==> src/rtl/lane_cond_pkg.sv <==
// Shared types and constants for the per-lane conditional-execution unit.
// Latency: n/a (declarations only); backpressure: n/a.
package lane_cond_pkg;

  typedef enum logic [3:0] {
    EQ = 4'd0, NE, CS, CC, MI, PL, VS, VC,
    HI, LS, GE, LT, GT, LE, AL, NV
  } cond_t;

  localparam int N = 3;
  localparam int Z = 2;
  localparam int C = 1;
  localparam int V = 0;

  function automatic int sp_width(input int depth);
    return $clog2(depth + 1);
  endfunction

endpackage

==> src/rtl/condcheck.sv <==
// Single-lane condition evaluation against one {N,Z,C,V} flag nibble.
// Latency: combinational; backpressure: none.
module condcheck
  import lane_cond_pkg::*;
(
  input  logic [3:0] Cond,
  input  logic [3:0] Flags,
  output logic       CondEx
);

  logic n, z, c, v, ge;

  assign n  = Flags[N];
  assign z  = Flags[Z];
  assign c  = Flags[C];
  assign v  = Flags[V];
  assign ge = (n == v);

  always_comb begin
    CondEx = 1'b0;
    case (Cond)
      EQ:      CondEx = z;
      NE:      CondEx = ~z;
      CS:      CondEx = c;
      CC:      CondEx = ~c;
      MI:      CondEx = n;
      PL:      CondEx = ~n;
      VS:      CondEx = v;
      VC:      CondEx = ~v;
      HI:      CondEx = ~z & c;
      LS:      CondEx = z | ~c;
      GE:      CondEx = ge;
      LT:      CondEx = ~ge;
      GT:      CondEx = ~z & ge;
      LE:      CondEx = z | ~ge;
      AL:      CondEx = 1'b1;
      default: CondEx = 1'b0;
    endcase
  end

endmodule

==> src/rtl/mask_stack.sv <==
// Bounded LIFO of saved lane masks; push on full and pop on empty are dropped.
// Latency: writes visible next cycle, top is combinational; backpressure: none.
module mask_stack
  import lane_cond_pkg::*;
#(
  parameter int LANES = 4,
  parameter int DEPTH = 4
) (
  input  logic             clk,
  input  logic             rst,
  input  logic             push,
  input  logic             pop,
  input  logic [LANES-1:0] din,
  output logic [LANES-1:0] top,
  output logic             full,
  output logic             empty
);

  localparam int SPW = sp_width(DEPTH);
  localparam int IW  = (DEPTH > 1) ? $clog2(DEPTH) : 1;

  logic [LANES-1:0] mem [DEPTH];
  logic [SPW-1:0]   sp;
  logic [IW-1:0]    wr_idx, rd_idx;

  assign full   = (sp == SPW'(DEPTH));
  assign empty  = (sp == '0);
  assign wr_idx = IW'(sp);
  assign rd_idx = IW'(sp - SPW'(1));
  assign top    = empty ? '0 : mem[rd_idx];

  always_ff @(posedge clk or posedge rst) begin
    if (rst) begin
      sp <= '0;
    end else if (push && !full) begin
      sp <= sp + SPW'(1);
    end else if (pop && !empty) begin
      sp <= sp - SPW'(1);
    end
  end

  // Entries above the pointer are dead, so the storage needs no reset.
  always_ff @(posedge clk) begin
    if (push && !full) mem[wr_idx] <= din;
  end

endmodule

==> src/rtl/lane_condlogic.sv <==
// Per-lane condition evaluation, write gating and if/else/endif lane masking.
// Latency: enables combinational, state visible next cycle; backpressure: none.
module lane_condlogic
  import lane_cond_pkg::*;
#(
  parameter int LANES = 4,
  parameter int DEPTH = 4
) (
  input  logic               CLK,
  input  logic               RST,
  input  logic               FlushE,
  input  logic               PCS,
  input  logic               RegW,
  input  logic               MemW,
  input  logic               NoWrite,
  input  logic               B,
  input  logic               Else,
  input  logic               EndIf,
  input  logic [1:0]         FlagW,
  input  logic [3:0]         Cond,
  input  logic [4*LANES-1:0] ALUFlags,
  output logic               PCSrc,
  output logic               BranchTakenE,
  output logic [LANES-1:0]   RegWrite,
  output logic [LANES-1:0]   MemWrite,
  output logic [LANES-1:0]   ActiveMask,
  output logic               Diverge,
  output logic               StackFull,
  output logic               StackEmpty,
  output logic               Overflow,
  output logic               Underflow
);

  logic [4*LANES-1:0] flags_q;
  logic [LANES-1:0]   mask_q, mask_nxt, cc_raw, condex, stk_top;
  logic all_true, none_true, mixed;
  logic do_b, do_else, do_endif, push, pop, ovf_set, unf_set;

  for (genvar g = 0; g < LANES; g++) begin : g_lane
    condcheck u_cc (
      .Cond   (Cond),
      .Flags  (flags_q[4*g +: 4]),
      .CondEx (cc_raw[g])
    );
  end

  assign condex    = cc_raw & mask_q & {LANES{~FlushE}};
  assign all_true  = (|mask_q) && (condex == mask_q);
  assign none_true = (condex == '0);
  assign mixed     = ~all_true & ~none_true;

  assign RegWrite     = condex & {LANES{RegW & ~NoWrite}};
  assign MemWrite     = condex & {LANES{MemW}};
  assign PCSrc        = PCS & all_true;
  assign BranchTakenE = B & all_true;
  assign ActiveMask   = mask_q;

  // B outranks EndIf, which outranks Else; a flush cancels all three.
  assign do_b     = B & ~FlushE;
  assign do_endif = EndIf & ~B & ~FlushE;
  assign do_else  = Else & ~EndIf & ~B & ~FlushE;

  assign push    = do_b & mixed & ~StackFull;
  assign pop     = do_endif & ~StackEmpty;
  assign ovf_set = do_b & mixed & StackFull;
  assign unf_set = (do_endif | do_else) & StackEmpty;
  assign Diverge = push;

  always_comb begin
    mask_nxt = mask_q;
    if (push)                       mask_nxt = mask_q & ~condex;
    else if (pop)                   mask_nxt = stk_top;
    else if (do_else & ~StackEmpty) mask_nxt = stk_top & ~mask_q;
  end

  always_ff @(posedge CLK or posedge RST) begin
    if (RST) begin
      flags_q   <= '0;
      mask_q    <= '1;
      Overflow  <= 1'b0;
      Underflow <= 1'b0;
    end else begin
      for (int i = 0; i < LANES; i++) begin
        if (FlagW[1] & condex[i]) flags_q[4*i+N -: 2] <= ALUFlags[4*i+N -: 2];
        if (FlagW[0] & condex[i]) flags_q[4*i+C -: 2] <= ALUFlags[4*i+C -: 2];
      end
      mask_q <= mask_nxt;
      if (ovf_set) Overflow  <= 1'b1;
      if (unf_set) Underflow <= 1'b1;
    end
  end

  mask_stack #(.LANES(LANES), .DEPTH(DEPTH)) u_stack (
    .clk   (CLK),
    .rst   (RST),
    .push  (push),
    .pop   (pop),
    .din   (mask_q),
    .top   (stk_top),
    .full  (StackFull),
    .empty (StackEmpty)
  );

endmodule

==> config.mk <==
export PLATFORM = sky130hd
export DESIGN_NAME = lane_condlogic
export DESIGN_NICKNAME = d
export VERILOG_FILES = /design/src/rtl/lane_cond_pkg.sv /design/src/rtl/condcheck.sv /design/src/rtl/mask_stack.sv /design/src/rtl/lane_condlogic.sv
export SDC_FILE = /design/constraint.sdc
export NUM_CORES = 1
export LEC_CHECK = 0
export ABC_AREA = 1
export BUFFER_PORTS_ARGS = -buffer_cell sky130_fd_sc_hd__buf_2
export CAP_MARGIN = 40
export CORE_AREA = 4 4 88 90
export CTS_CLUSTER_SIZE = 25
export DETAILED_ROUTE_END_ITERATION = 6
export DIE_AREA = 0 0 92 94
export PLACE_DENSITY = 0.64
export SLEW_MARGIN = 30
export SYNTH_ARGS = -nofsm -noshare
export SYNTH_HDL_FRONTEND = slang
export SYNTH_HIERARCHICAL = 1
export SYNTH_SLANG_ARGS = --single-unit
export TNS_END_PERCENT = 10
==> constraint.sdc <==
create_clock -name CLK -period 5.4 [get_ports CLK]
set_input_delay 0.54 -clock CLK [delete_from_list [all_inputs] [get_ports CLK]]
set_output_delay 0.54 -clock CLK [all_outputs]
set_load 0.005 [all_outputs]
== Word level (Yosys, flattened, before mapping) ==
Memory sizes are Yosys's and may differ from the RTL's.
Index checks and enable logic that the tools add are counted.

* RAM bits: 16
* Memories: 1
* Bits in registers: 25
* Output and inout port bits: 19
* Word-level logic and storage cells: 135

{| class="wikitable"
|+ Memory list
! memory !! words !! width !! rd ports !! clocked after memory_dff !! wr ports !! line !! RTL
|-
| u_stack.mem || 4 || 4 || 1 || 0 || 1 || mask_stack.sv:22 || <nowiki>logic [LANES-1:0] mem [DEPTH];</nowiki>
|}

* Reduce and logical (&&, ||, !) cells: 11
* Muxes and demuxes: 12
* Bitwise gates (word level): 77
* Add/subtract/negate cells: 2
* Equal/unequal tests: 20

{| class="wikitable"
|+ Operators by type and width
! cell !! number
|-
| $pmux 1 s15 || 4
|-
| $and 1x1->1 || 32
|-
| $eq 4x4->1 const B || 7
|-
| $not 1->1 || 28
|-
| $and 4x4->4 || 6
|-
| $eq 4x3->1 const B || 4
|-
| $mux 4 || 4
|-
| $or 1x1->1 || 9
|-
| $eq 4x2->1 const B || 2
|-
| $logic_not 4->1 || 2
|-
| $not 4->4 || 2
|-
| $mux 3 || 2
|-
| $eq 1x1->1 || 4
|-
| $eq 4x1->1 const B || 1
|-
| $eq 4x4->1 || 1
|-
| $reduce_or 4->1 || 1
|-
| $add 3x1->3 const B || 1
|-
| $eq 3x3->1 const B || 1
|-
| $logic_and 1x1->1 || 3
|-
| $logic_not 3->1 || 1
|-
| $reduce_bool 3->1 || 1
|-
| $sub 3x1->3 const B || 1
|-
| $logic_not 1->1 || 2
|-
| $mux 1 || 2
|-
| $reduce_bool 2->1 || 1
|}

== Longest topological paths before layout ==
Gate-level depths: netlist of run 1.

* Depth after elaboration: 15
* Gate-level depth with buffers: 22
* Gate-level depth less buffers: 22

== Modules after synthesis ==
Netlist of run 1, hierarchy kept.

{| class="wikitable"
|+ Modules (own cells, without submodules)
! module !! area each (µm²) !! cells an instance !! times used
|-
| lane_condlogic || 1176.1 || 133 || 1
|-
| mask_stack || 994.7 || 105 || 1
|-
| condcheck || 229.0 || 55 || 4
|}

== Least setup slack after synthesis of run 1 ==
No wires, ideal clock.

* Path kind: input port to flip-flop
* From: input port Cond[1]
* To: memory u_stack.mem[3][0] (enable)
* Stages on the path: 18
* Setup slack: 2728 ps
* Data arrival time: 2343 ps
* Buffers on the path: 0
* Cells stage by stage: nor2_1 nand2_1 nor2_1 nand2_1 nand2_2 nor2_1 nand2_1 nand2_1 nor2_1 inv_1 ha_1 nand2_1 nor2_1 a21oi_1 nand3_2 inv_2 nand2_4 nor2_1

* Cells in the longest elaborated chain, start to end: 13
* Elaborated cells between the ends (all ways): 32

{| class="wikitable"
|+ RTL lines
! item !! line !! RTL
|-
| start: declaration || lane_condlogic.sv:20 || <nowiki>input logic [3:0] Cond,</nowiki>
|-
| $eq 4x4->1, or another cell as far along || condcheck.sv:21 || <nowiki>case (Cond)</nowiki>
|-
| $pmux 1 s15 * || condcheck.sv:21 ||
|-
| net cc_raw[1] || lane_condlogic.sv:35 || <nowiki>logic [LANES-1:0] mask_q, mask_nxt, cc_raw, condex, stk_top;</nowiki>
|-
| $and 4x4->4 * (2 in a row) || lane_condlogic.sv:47 || <nowiki>assign condex = cc_raw & mask_q & {LANES{~FlushE}};</nowiki>
|-
| $eq 4x4->1 || lane_condlogic.sv:48 || <nowiki>assign all_true = (|mask_q) && (condex == mask_q);</nowiki>
|-
| $logic_and 1x1->1 || lane_condlogic.sv:48 ||
|-
| $not 1->1 || lane_condlogic.sv:50 || <nowiki>assign mixed = ~all_true & ~none_true;</nowiki>
|-
| $and 1x1->1 * || lane_condlogic.sv:50 ||
|-
| $and 1x1->1 * (2 in a row) || lane_condlogic.sv:63 || <nowiki>assign push = do_b & mixed & ~StackFull;</nowiki>
|-
| net Diverge || lane_condlogic.sv:27 || <nowiki>output logic Diverge,</nowiki>
|-
| $logic_and 1x1->1 * || mask_stack.sv:44 || <nowiki>if (push && !full) mem[wr_idx] <= din;</nowiki>
|-
| $mux 1 * || mask_stack.sv:44 ||
|-
| $mux 1 (not written as such) * || mask_stack.sv:44 ||
|-
| end: declaration || mask_stack.sv:22 ||
|}

Mark *: on every way through the listed nets, which the timed path passes. The rest lies on a longest branch.

== Worst setup path after layout of run 1 ==
* From: input port Cond[3]
* To: output port Diverge

* Cells in the longest elaborated chain, start to end: 10
* Elaborated cells between the ends (all ways): 29

{| class="wikitable"
|+ RTL lines
! item !! line
|-
| $eq 4x4->1, or another cell as far along || condcheck.sv:21
|-
| $pmux 1 s15 * || condcheck.sv:21
|-
| net cc_raw[2] || lane_condlogic.sv:35
|-
| $and 4x4->4 * (2 in a row) || lane_condlogic.sv:47
|-
| $eq 4x4->1 || lane_condlogic.sv:48
|-
| $logic_and 1x1->1 || lane_condlogic.sv:48
|-
| $not 1->1 || lane_condlogic.sv:50
|-
| $and 1x1->1 * || lane_condlogic.sv:50
|-
| $and 1x1->1 * (2 in a row) || lane_condlogic.sv:63
|-
| end: declaration || lane_condlogic.sv:27
|}

Marked as above.

==> summary.md, run 1 <==
| Metric | Value |
|---|---|
| Status | `completed` |
| TritonCTS clock tree | `built` |
| Max incr delay on CP | `0.30 ns` |
| DR pass1 iterations | `5` |
| Leak pwr | `0.00189 uW` |
| Fmax achieved | `296 MHz` |
| Worst path slowest cell | `buf_2` |
| Synth Instances | `458` |
| CTS Hold Bufs | `0` |
| Drt initial violations | `199` |
| Cell Area, Placed | `3460 um^2` |
| Largest area contributor in the netlist | `dfrtp_1` |
| Startpoint types | `input pin` |
| Vert. Die Dim | `94 um` |
| TritonCTS Sinks | `41` |
| Clock share of power | `39.9%` |
| Layout cells sized above 1 | `18.8%` |
| Cell mode on critical path | `nand2_1` |
| Final nets | `557` |
| WL per Instance | `12.6 um` |
| WL met2 | `3800 um` |
| Largest net degree at the start of global routing | `29` |
| Final TNS setup | `0 ns` |
| Internal power | `495 uW` |
| Detail Route met3 WL | `447 um` |
| Total of max-cap violations | `0` |
| Crit Reg-Reg Startpoint | `flags_q[11]` |
| Cell Area, Synth | `3090 um^2` |
| CP endpoint kind | `output pin` |
| Sequential share of power | `49.5%` |
| Antenna fix cells | `0` |
| Logic pwr share | `10.6%` |
| Switching part of the total power | `23.7%` |
| H-tree levels | `2` |
| Syn avg cell area | `6.74 um^2` |
| I/O Buffers | `50` |
| Flops & latches, synth | `41` |
| Worst Hold Class | `in2async` |
| Top cells by count, synth | `131 x nand2_1, 73 x inv_1, 69 x nor2_1` |
| Metal-1 WL | `3410 um` |
| Post-DR vias/cell | `4.84` |
| Multiplexer share of the synthesized area | `5.84%` |
| Root Driver | `clkbuf_8` |
| Post-CTS setup buffer count | `0` |
| Xor/xnor share of the synthesized area | `0.284%` |
| Dominant cell by count in the synthesized netlist | `nand2_1` |
| RSZ-0062 raised after global routing | `false` |
| Die area | `8650 um^2` |
| Synth Area in Adders | `4.05%` |
| CP Cell Sequence | `buf_2 -> inv_1 -> nor2_1 -> nand3_1 -> nand2_1 -> nand2_1 -> nand2_1 -> nor2_1 -> nand2_1 -> nand2_1 -> nor2_1 -> inv_1 -> ha_1 -> nand2_1 -> nor2_1 -> a21oi_1 -> nand3_2 -> inv_2 -> buf_2` |
| Worst Path Required | `4.86 ns` |
| First-pass GRT wire length | `13200 um` |
| DR top layer | `met4` |
| Hold Vio Cnt, Final | `0` |
| DR DRC count | `0` |
| Initial Utilization | `43.7%` |
| Worst-path clk slew | `0.08 ns` |
| Area growth, synth to finish | `16.1%` |
| Cell area after layout | `3580 um^2` |
| Post-synth top area share | `17.0%` |
| Compound-Gate Fraction of Synth Area | `4.18%` |
| CP delay by family, top | `simple AND/OR/NAND/NOR gates` |
| Yosys warning count | `6` |
| TritonCTS Buffers | `5` |
| Hpwl dp | `5960 um` |
| Ranking of synthesized cells by area | `dfrtp_1 17%, nand2_1 16%, edfxtp_1 16%, nand3_1 9.6%, inv_1 8.9%` |
| Critical Path Start | `Cond[3]` |
| Row Count | `31` |
| IO Count | `51` |
| Post-synth EDFFs | `16` |
| Clock Skews | `0.0143 ns` |
| Synth async-reset ratio | `61.0%` |
| DR vias | `2974` |
| Final core utilization | `50.8%` |
| Global route total overflow | `0` |
| Worst skew pair latency | `0.30 ns` |
| Total track usage | `18.8%` |
| Vias in the first global route | `2938` |
| Arrival time worst endpoint | `2.84 ns` |
| Post-route ant nets | `0` |
| Top FF cell, synth | `dfrtp_1` |
| Syn Nets | `500` |
| Routability cong. | `0.870` |
| CTS Buffer Depth | `2` |
| Final-report max-slew violation count | `0` |
| Final setup vio count | `0` |
| Peak supply drop | `0.000118 V` |
| Tcrit/Tclk final | `62.5%` |
| R2R Setup Slk | `2.55 ns` |
| Bufs and invs on worst path | `5` |
| PD cells | `181 nW/um^2` |
| Largest family of logic cells by synthesized area | `simple AND/OR/NAND/NOR gates` |
| Antenna violations before repair | `0` |
| Post-Synth Simple-Gate Area | `38.8%` |
| Post-Route WL | `7740 um` |
| Floorplan die width | `92 um` |
| Switch Pwr | `154 uW` |
| Core box area | `7060 um^2` |
| Final min period | `3.38 ns` |
| Post-CTS Resized | `0` |
| Slew margin rel. | `64.8%` |
| Worst-Margin Slew | `0.527 ns` |
| CP Class | `in2out` |
| Yosys cell types | `27` |
| Sequential fraction of the synthesis area | `36.0%` |
| Crit-path max FO | `20` |
==> layout make-up <==
class	instances	area (um^2)
Sequential cell	41	1110
Clock inverter	2	37.5
Multi-Input combinational cell	331	1640
Clock buffer	6	82.6
Tap cell	99	124
Inverter	85	325
Timing Repair Buffer	51	265
Fill cell	738	3470
==> state kept, by name (all words and copies together), names as in the netlist <==
register     cells
Overflow         1
flags_q         16
ActiveMask       4
u_stack/sp       3
Underflow        1
u_stack/mem     16
==> layer usage <==
layer,global-route usage (%),vias to the layer above
met3,3.69,10
met1,23.0,1331
met4,4.08,0
met5,0,-
li1,-,1537
met2,34.0,96
==> cell families after synthesis <==
logic type | count (synthesis)
buf+inv | 86
mux | 16
flops | 41
simple gates | 280
fa+ha+maj | 10
compound gates | 24
xor+xnor | 1
==> power by group through the flow <==
stage	registers [uW]	clock network, uW	logic, uW
5_1_grt	322	284	79.0
6_report	322	259	68.5
2_1_floorplan	328	0	37.9
3_3_place_gp	328	0	66.2
3_5_place_dp	328	0	68.1
4_1_cts	321	268	68.3
==> per-stage QoR <==
stage | cells | power [uW] | setup WS [ns] | hold WS (ns)
after floorplan | 458 | 366 | 2.73 | 0.294
after global placement | 606 | 394 | 2.07 | 0.417
after detailed placement | 607 | 396 | 2.04 | 0.423
after CTS | 615 | 658 | 2.05 | 0.0981
after global routing | 615 | 684 | 1.66 | 0.104
final | 615 | 649 | 2.02 | 0.102
==> final timing paths <==
path,end,cells after the start
min,u_stack/sp[0],2
max,Diverge,19
min in group CLK,flags_q[9],2
max in group asynchronous,ActiveMask[1],3
min reg2reg,Underflow,1
max reg2reg,u_stack/mem[0][0],18
==> placed cells by master, fill, tap and decap left out, drive strengths merged <==
cell / count
nand2: 142
inv: 76
nor2: 70
nand3: 60
buf: 51
dfrtp: 21
mux2: 16
edfxtp: 16
a21oi: 14
ha: 10
clkinv: 9
o21ai: 8
clkbuf: 6
dfstp: 4
nand3b: 4
nor3: 4
o21bai: 1
a21o: 1
bufinv: 1
clkinvlp: 1
xor2: 1
No activity file was read; power rests on OpenSTA's default activity.
==> run 2, diff against run 1 <==
Clock period 5.4 ns to 3.2 ns, I/O delays scaled along.
==> run 2 against run 1 <==
  * Clock-buffer cell count fell by 1
  * Sequential power up 68%
  * Global-route usage is 0.20 points lower
  * Power up 80%
  * Clock power increased by 96%
  * Combinational power up 69%
  * Routed wire length down 1.6%
  * Sequential share of layout area is 0.30 points lower
  * Critical endpoint unchanged
  * Largest power group unchanged
==> summary.md, run 2 (same netlist as run 1, synthesis figures left out) <==
| Metric | Value |
|---|---|
| Status | `completed` |
| CTS Buffer Depth | `2` |
| I/O Buffers | `50` |
| Worst Path Required | `2.88 ns` |
| Vias in the first global route | `2853` |
| Post-DR vias/cell | `4.88` |
| WL per Instance | `12.4 um` |
| Final-report max-slew violation count | `0` |
| Initial Utilization | `43.7%` |
| Hold path endpoint | `flags_q[9]` |
| Worst skew pair latency | `0.30 ns` |
| TritonCTS Sinks | `41` |
| Final min period | `2.88 ns` |
| Final TNS setup | `0 ns` |
| Total of max-cap violations | `0` |
| Post-Route WL | `7620 um` |
| Worst Hold Class | `in2reg` |
| Final nets | `559` |
| Startpoint types | `flop` |
| H-tree levels | `2` |
| Hold Crit Depth | `2` |
| Drt initial violations | `165` |
| DR vias | `3010` |
| Leak pwr | `0.00191 uW` |
| DR DRC count | `0` |
| Antenna fix cells | `0` |
| Post-CTS Resized | `0` |
| DR pass1 iterations | `4` |
| Vert. Die Dim | `94 um` |
| Clock Skews | `0.0132 ns` |
| TritonCTS Buffers | `5` |
| Final setup vio count | `0` |
| CTS Hold Bufs | `1` |
| Post-route ant nets | `0` |
| FF/Latch Area | `1110 um^2` |
| Tcrit/Tclk final | `90.1%` |
| Largest net degree at the start of global routing | `29` |
| IO Count | `51` |
| Floorplan die width | `92 um` |
| Hold Startpoint | `ALUFlags[9]` |
| Hold Vio Cnt, Final | `0` |
| Multi-input logic area | `1640 um^2` |
| Peak supply drop | `0.000160 V` |
| CP endpoint kind | `output pin` |
| Worst-Margin Slew | `0.544 ns` |
| Post-CTS setup buffer count | `0` |
| R2R Setup Slk | `0.35 ns` |
| Die area | `8650 um^2` |
| Crit Reg-Reg Startpoint | `flags_q[4]` |
| RSZ-0062 raised after global routing | `false` |
| Core box area | `7060 um^2` |
| Row Count | `31` |
| TritonCTS clock tree | `built` |
| Fmax achieved | `347 MHz` |
| Depth of the most critical reg-to-reg path | `19` |
| Layout cells sized above 1 | `18.9%` |
| Area growth, synth to finish | `17.3%` |
| Dpl ws | `0.0899 ns` |
| Slew margin rel. | `63.7%` |
| Antenna violations before repair | `0` |
| Worst reg2reg path endpoint | `u_stack/mem[0][2]` |
| Hpwl dp | `5960 um` |
| Fillers | `729` |
| Most frequent cells in the layout | `131 x nand2_1, 73 x inv_1, 69 x nor2_1` |
| Arrival time worst endpoint | `2.56 ns` |
| Pwr Total | `1170 uW` |
| Final worst slack | `0.316 ns` |
| Root Driver | `clkbuf_8` |
| Most common cell after layout, fill and taps aside | `nand2_1` |
| Crit-path max FO | `5` |
| Worst-path clk slew | `0.09 ns` |
| First-pass GRT wire length | `13000 um` |
| Routability cong. | `0.826` |
| PD cells | `322 nW/um^2` |
| Global route total overflow | `0` |
| Total track usage | `18.6%` |
| CP Class | `reg2out` |
==> run 2: cell types whose count changed in the layout (fill, tap and decap cells not counted), sizes merged <==
cell / before / now
buf: 51 / 52
bufinv: 1 / 2
inv: 76 / 77
clkinvlp: 1 / 0
dlygate4sd3: 0 / 1
clkbuf: 6 / 5
==> run 2: through the flow <==
step / hold slack, ns / std cells / area (um^2) / utilization (%)
floorplan: 0.0736 / 458 / 3090 / -
global placement: 0.197 / 607 / 3460 / 49.0
detailed placement: 0.198 / 608 / 3470 / 49.2
CTS: 0.237 / 617 / 3620 / 51.3
global route: 0.242 / 617 / 3620 / 51.3
finish: 0.244 / 617 / 3620 / 51.3
==> run 2: critical path: stages, from the launching register on <==
cell and delay, ns:
dfrtp_1 0.45, inv_1 0.11, nand2_1 0.08, nand3_1 0.08, nand2_1 0.07, nand2_1 0.05, nand2_1 0.06, nor2_1 0.04
nand2_1 0.06, nand2_1 0.06, nor2_1 0.14, inv_1 0.14, ha_1 0.30, nand2_1 0.07, nor2_1 0.05, a21oi_1 0.16
nand3_2 0.10, inv_2 0.12, buf_2 0.14
==> run 2: area by class of cell <==
cell class | count | share of cell area [%]
timing repair buffer | 53 | 7.81
clock inverter | 3 | 1.90
tap | 99 | 3.42
clock buffer | 5 | 1.90
multi-input combinational | 331 | 45.3
inverter | 85 | 8.99
sequential | 41 | 30.7
==> run 2: routing by layer <==
metal | track usage (%) | wire (um) | share of wire [%] | vias to the layer above
met2 | 33.7 | 3820 | 50 | 81
met1 | 22.6 | 3340 | 44 | 1377
met4 | 5.20 | 129 | 1.7 | 0
li1 | - | - | - | 1543
met5 | 0 | 0 | 0 | -
met3 | 3.13 | 335 | 4.4 | 9
==> run 2: where the power goes <==
group          internal (uW)  total (uW)  switching [uW]
Sequential               542         542        0.000627
Combinational           40.7         116            75.8
Clock                    314         508             194
==> run 2: worst max path at each step <==
| stage | startpoint | end | slack, ns | cells past startpoint |
|---|---|---|---|---|
| after floorplan | flags_q[7] | u_stack/mem[3][0] | 0.73 | 18 |
| after global placement | Cond[3] | u_stack/mem[0][2] | 0.13 | 20 |
| after detailed placement | Cond[3] | u_stack/mem[0][3] | 0.09 | 20 |
| after CTS | flags_q[4] | Diverge | 0.31 | 18 |
| after global routing | Cond[3] | u_stack/mem[0][2] | 0.08 | 20 |
| final | flags_q[4] | Diverge | 0.32 | 18 |
